$ cat src/rtl/word_entry_ctrl.sv
// Word entry sequencer: walks a cursor over a letter buffer, reloading and
// enabling one rotary_letter per slot, and commits letters on NEXT / re-edits on BACK.
module word_entry_ctrl #(
  parameter int MAX_LEN  = 8,
  parameter int LETTER_W = 5,
  parameter int CUR_W    = 3
) (
  input  logic                         clock,
  input  logic                         reset,
  input  logic                         start,
  input  logic                         btn_next,
  input  logic                         btn_back,
  input  logic [LETTER_W-1:0]          letter_in,
  output logic                         rot_enable,
  output logic                         rot_reset,
  output logic [LETTER_W-1:0]          rot_reset_val,
  output logic [CUR_W-1:0]             cursor,
  output logic [MAX_LEN*LETTER_W-1:0]  word,
  output logic [CUR_W:0]               length,
  output logic                         busy,
  output logic                         done,
  output logic [1:0]                   state_dbg
);

  // Handshake: start/btn_next/btn_back are single-cycle strobes sampled on the
  // rising clock edge; start is consumed only in IDLE, buttons only in EDIT.
  // done is a one-cycle strobe qualifying word and length.

  typedef enum logic [1:0] {
    IDLE = 2'd0,
    LOAD = 2'd1,
    EDIT = 2'd2,
    DONE = 2'd3
  } state_t;

  localparam logic [LETTER_W-1:0] END_CODE = LETTER_W'(26);
  localparam logic [CUR_W-1:0]    LAST_CUR = CUR_W'(MAX_LEN - 1);

  state_t                state_q, state_d;
  logic [CUR_W-1:0]      cursor_q, cursor_d;
  logic [CUR_W:0]        length_q, length_d;
  logic [LETTER_W-1:0]   slots_q [MAX_LEN];
  logic [LETTER_W-1:0]   slots_d [MAX_LEN];

  always_ff @(posedge clock) begin
    if (reset) begin
      state_q  <= IDLE;
      cursor_q <= '0;
      length_q <= '0;
      for (int i = 0; i < MAX_LEN; i++) slots_q[i] <= '0;
    end else begin
      state_q  <= state_d;
      cursor_q <= cursor_d;
      length_q <= length_d;
      for (int i = 0; i < MAX_LEN; i++) slots_q[i] <= slots_d[i];
    end
  end

  always_comb begin
    state_d  = state_q;
    cursor_d = cursor_q;
    length_d = length_q;
    for (int i = 0; i < MAX_LEN; i++) slots_d[i] = slots_q[i];

    unique case (state_q)
      IDLE: begin
        if (start) begin
          for (int i = 0; i < MAX_LEN; i++) slots_d[i] = '0;
          cursor_d = '0;
          length_d = '0;
          state_d  = LOAD;
        end
      end
      LOAD: state_d = EDIT;
      EDIT: begin
        // NEXT has priority; a coincident BACK is dropped.
        if (btn_next) begin
          if (letter_in >= END_CODE) begin
            length_d = {1'b0, cursor_q};
            state_d  = DONE;
          end else begin
            slots_d[cursor_q] = letter_in;
            if (cursor_q == LAST_CUR) begin
              length_d = (CUR_W+1)'(MAX_LEN);
              state_d  = DONE;
            end else begin
              cursor_d = cursor_q + 1'b1;
              state_d  = LOAD;
            end
          end
        end else if (btn_back && cursor_q != '0) begin
          cursor_d = cursor_q - 1'b1;
          state_d  = LOAD;
        end
      end
      DONE: state_d = IDLE;
      default: state_d = IDLE;
    endcase
  end

  assign rot_enable    = (state_q == EDIT);
  assign rot_reset     = (state_q == LOAD);
  assign rot_reset_val = (state_q == LOAD) ? slots_q[cursor_q] : '0;
  assign cursor        = cursor_q;
  assign length        = length_q;
  assign busy          = (state_q != IDLE);
  assign done          = (state_q == DONE);
  assign state_dbg     = state_q;

  for (genvar g = 0; g < MAX_LEN; g++) begin : g_word
    assign word[g*LETTER_W +: LETTER_W] = slots_q[g];
  end

endmodule
$ cat config.mk
export PLATFORM = sky130hd
export DESIGN_NAME = word_entry_ctrl
export DESIGN_NICKNAME = d
export VERILOG_FILES = /design/src/rtl/word_entry_ctrl.sv
export SDC_FILE = /design/constraint.sdc
export NUM_CORES = 1
export LEC_CHECK = 0
export BUFFER_PORTS_ARGS = -buffer_cell sky130_fd_sc_hd__clkbuf_2
export CAP_MARGIN = 5
export CORE_MARGIN = 2
export CORE_UTILIZATION = 40
export DETAILED_ROUTE_END_ITERATION = 6
export PLACE_DENSITY = 0.66
export SYNTH_ARGS = -nofsm -noshare
export SYNTH_HDL_FRONTEND = slang
export SYNTH_SLANG_ARGS = --single-unit
export TNS_END_PERCENT = 10
$ cat constraint.sdc
create_clock -name clock -period 1.87 [get_ports clock]
set_clock_uncertainty 0.1 [all_clocks]
set_input_delay 0.2805 -clock clock [delete_from_list [all_inputs] [get_ports clock]]
set_output_delay 0.2805 -clock clock [all_outputs]
set_load 0.02 [all_outputs]
==> summary.txt <==
STA
  – Fmax: approximately 480 MHz
  – Post-route setup slack: -0.216 ns
  – Final Max Tran Viols: 0
  – Final worst path period share: 112%
  – Final count of hold timing violations: 0
  – Setup violators final: 5
  – Slew margin rel.: between 70% and 80%
  – Slew of the pin with the lowest slew margin: approximately 0.45 ns
  – RSZ-0062 raised after global routing: true
  – Post-layout min period: between 2 and 2.5 ns

Finish
  – Final Cell Area: between 0.003 and 0.004 mm²
  – Footprint of the multi-input gates: around 0.0014 mm²
  – Diodes inserted: 0
  – Area growth syn-to-layout: 23.8%
  – Final nets: approximately 370
  – # fillers: roughly 620
  – FF/Latch Area: 0.00105 mm²
  – Share of layout cells above drive strength 1: between 30% and 40%

Route
  – Residual antenna-violating net count after detailed routing: 0
  – First-pass DRT Iterations: 4
  – Drt wl/cell: 17.1 µm
  – Detailed Route Iter0 Violations: 262
  – Post-DR vias/cell: ~5.8
  – Total number of vias: approximately 2500
  – Total Wirelength: 7520 µm
  – # DRC: 0

Logic synthesis
  – Yosys top cell by area: dfxtp_1
  – Post-synth EDFFs: 0
  – #FFs+latches synth: 52
  – Syn Area/Cell: approximately 9 µm²
  – Asr flop ratio synth: 0%
  – Number of distinct library cells after synthesis: 38
  – Cell with the most instances after synthesis: dfxtp_1
  – Largest cells by area after synthesis: dfxtp_1, mux4_2, a21oi_1, nand3_1, o21ai_1
  – Register area share after synthesis: about two fifths
  – Post-synth top flop: dfxtp_1
  – Syn_nets: between 300 and 400
  – Post-synth top area share: roughly two fifths
  – Most frequent cells after synthesis: dfxtp_1, a21oi_1, nand3_1
  – Synth warn: 0
  – Post-Syn Instances: between 200 and 300
  – Syn Std Cell Area: approximately 0.0026 mm²

CTS
  – CTS H-tree depth: 2
  – Clock sinks: 52
  – TritonCTS clock tree: built
  – Root Driver: clkbuf_8
  – Clock latency on the worst-skew pair: 0.30 ns
  – Hold buffer count at cts: 0
  – Cts bufs inserted: 5
  – CTS clk-pin slew, worst paths: roughly 0.090 ns
  – Clock Tree Buf Depth: 2

Status
  – Status: finished, violations left
  – Failing checks: setup timing

Die
  – Die Height: between 80 and 90 µm
  – Io pins: between 60 and 70
  – Core area: about 0.0063 mm²
  – Die width: ~85 µm
  – Die ar.: ~0.007 mm²
  – Initial core utilization: 41.2%
  – Row count: 29

Global routing
  – First-pass GRT wire length: 11700 µm
  – Vias in the first global route: 2336
  – Total grt overflow: 0
  – Largest net degree at the start of global routing: 43
  – Tot GR Track Use: 20.2%
  – Initial antenna violation count: 0

Setup path
  – Worst Setup Path Type: reg -> out
  – Critical Path End Type: primary output
  – Crit path DAT: 1.71 ns
  – Worst EP required: between 1 and 1.5 ns
  – Setup crit start kind: flip-flop
  – Critical path fanouts, max: 5

Power
  – Pwr dens: between 600 and 700 mW/mm²
  – Power, Total: ~2.1 mW
  – Max rail drop VDD: approximately 0.00037 V
  – Leak: 1.26 nW

Place
  – PortBufs: 67
  – Hpwl dp: 5410 µm
  – Final GP Congestion: roughly 0.86
  – Dpl cell area: between 0.003 and 0.004 mm²

Run
  – Maxcap violations: 0

Min path
  – Worst hold path class: in -> reg
-- critical path, stage by stage, from the launching register on --
cell     delay (ns)
dfxtp_4        0.39
buf_12         0.13
mux4_2         0.48
mux2i_1        0.16
nor2_1         0.08
buf_4          0.16
-- where the power goes --
part	internal [mW]	leakage [nW]	switching, mW
clock network	0.269	0.0485	0.385
registers	1.11	0.421	0.00982
logic	0.107	0.794	0.196
total	1.49	1.26	0.590
-- layout make-up --
type | count | share of cell area [%]
well taps | 77 | 2.99
inverters | 6 | 0.698
clock buffers | 5 | 2.13
flip-flops and latches | 52 | 32.5
repair buffers | 93 | 18.2
clock inverters | 3 | 0.698
multi-input cells | 204 | 42.7
-- path summary, 6_finish.rpt --
| path | to | depth (start not counted) | slack (ns) | startpoint |
|---|---|---|---|---|
| max reg2reg | flip-flop | 5 | 0.13 | cursor[0] |
| min | length[1] | 2 | 0.20 | reset |
| max | rot_reset_val[3] | 5 | -0.22 | flip-flop |
| min reg2reg | length[0] | 2 | 0.41 | length[0] |
-- per-layer routing --
metal  share of wire, %  track usage [%]  wire length (µm)
met3                6.1             3.34               456
met2                 50             34.0              3770
met1                 43             26.9              3220
met4               0.86             5.77                65
met5                  0                0                 0
-- metrics by stage --
step	setup WS, ns	util, %	TNS (ns)	hold WS, ns	std cells
after floorplan	0.0116	-	0	0.351	294
after global placement	0.0568	48.7	0	0.380	430
after detailed placement	0.0418	48.7	0	0.389	430
after CTS	-0.225	50.2	-1.02	0.191	438
after global routing	-0.290	51.1	-1.40	0.207	440
final	-0.216	51.1	-1.00	0.197	440
-- sequential cells by signal, indices dropped and copies added (netlist names), named ones only --
signal	cells
slots_q	40
length	4
cursor	3
state_dbg	2
-- timing repair --
item / 4_1_cts / 5_1_grt
cloned: 0 / 1
setup endpoints to repair: 5 / 10
buffers inserted: 0 / 1
gates resized for setup: 2 / 9
-- placed cells by master, fill, tap and decap left out, types with 3 or more instances in the layout --
| master | synthesis | layout |
|---|---|---|
| buf_12 | 0 | 3 |
| clkbuf_2 | 0 | 64 |
| a21oi_1 | 42 | 42 |
| dfxtp_2 | 0 | 3 |
| mux4_2 | 10 | 10 |
| nand3_1 | 41 | 41 |
| inv_1 | 6 | 6 |
| mux2i_1 | 9 | 9 |
| dfxtp_1 | 52 | 48 |
| nor3_1 | 5 | 5 |
| o21ai_1 | 40 | 40 |
| buf_4 | 2 | 23 |
| nor2_1 | 20 | 20 |
| nor3b_2 | 3 | 3 |
| clkbuf_8 | 0 | 5 |
| and3b_1 | 3 | 3 |
-- cell families (layout without fill, tap and decap cells) --
kind of cell / after synthesis / after routing / synth area share, %
fa+ha+maj: 1 / 1 / 0.769
flops: 52 / 52 / 40.0
simple gates: 85 / 85 / 17.8
buf+inv: 38 / 107 / 7.69
xor+xnor: 1 / 1 / 0.336
mux: 21 / 21 / 13.0
compound gates: 96 / 96 / 20.4
(Power assumes the default switching activity.)
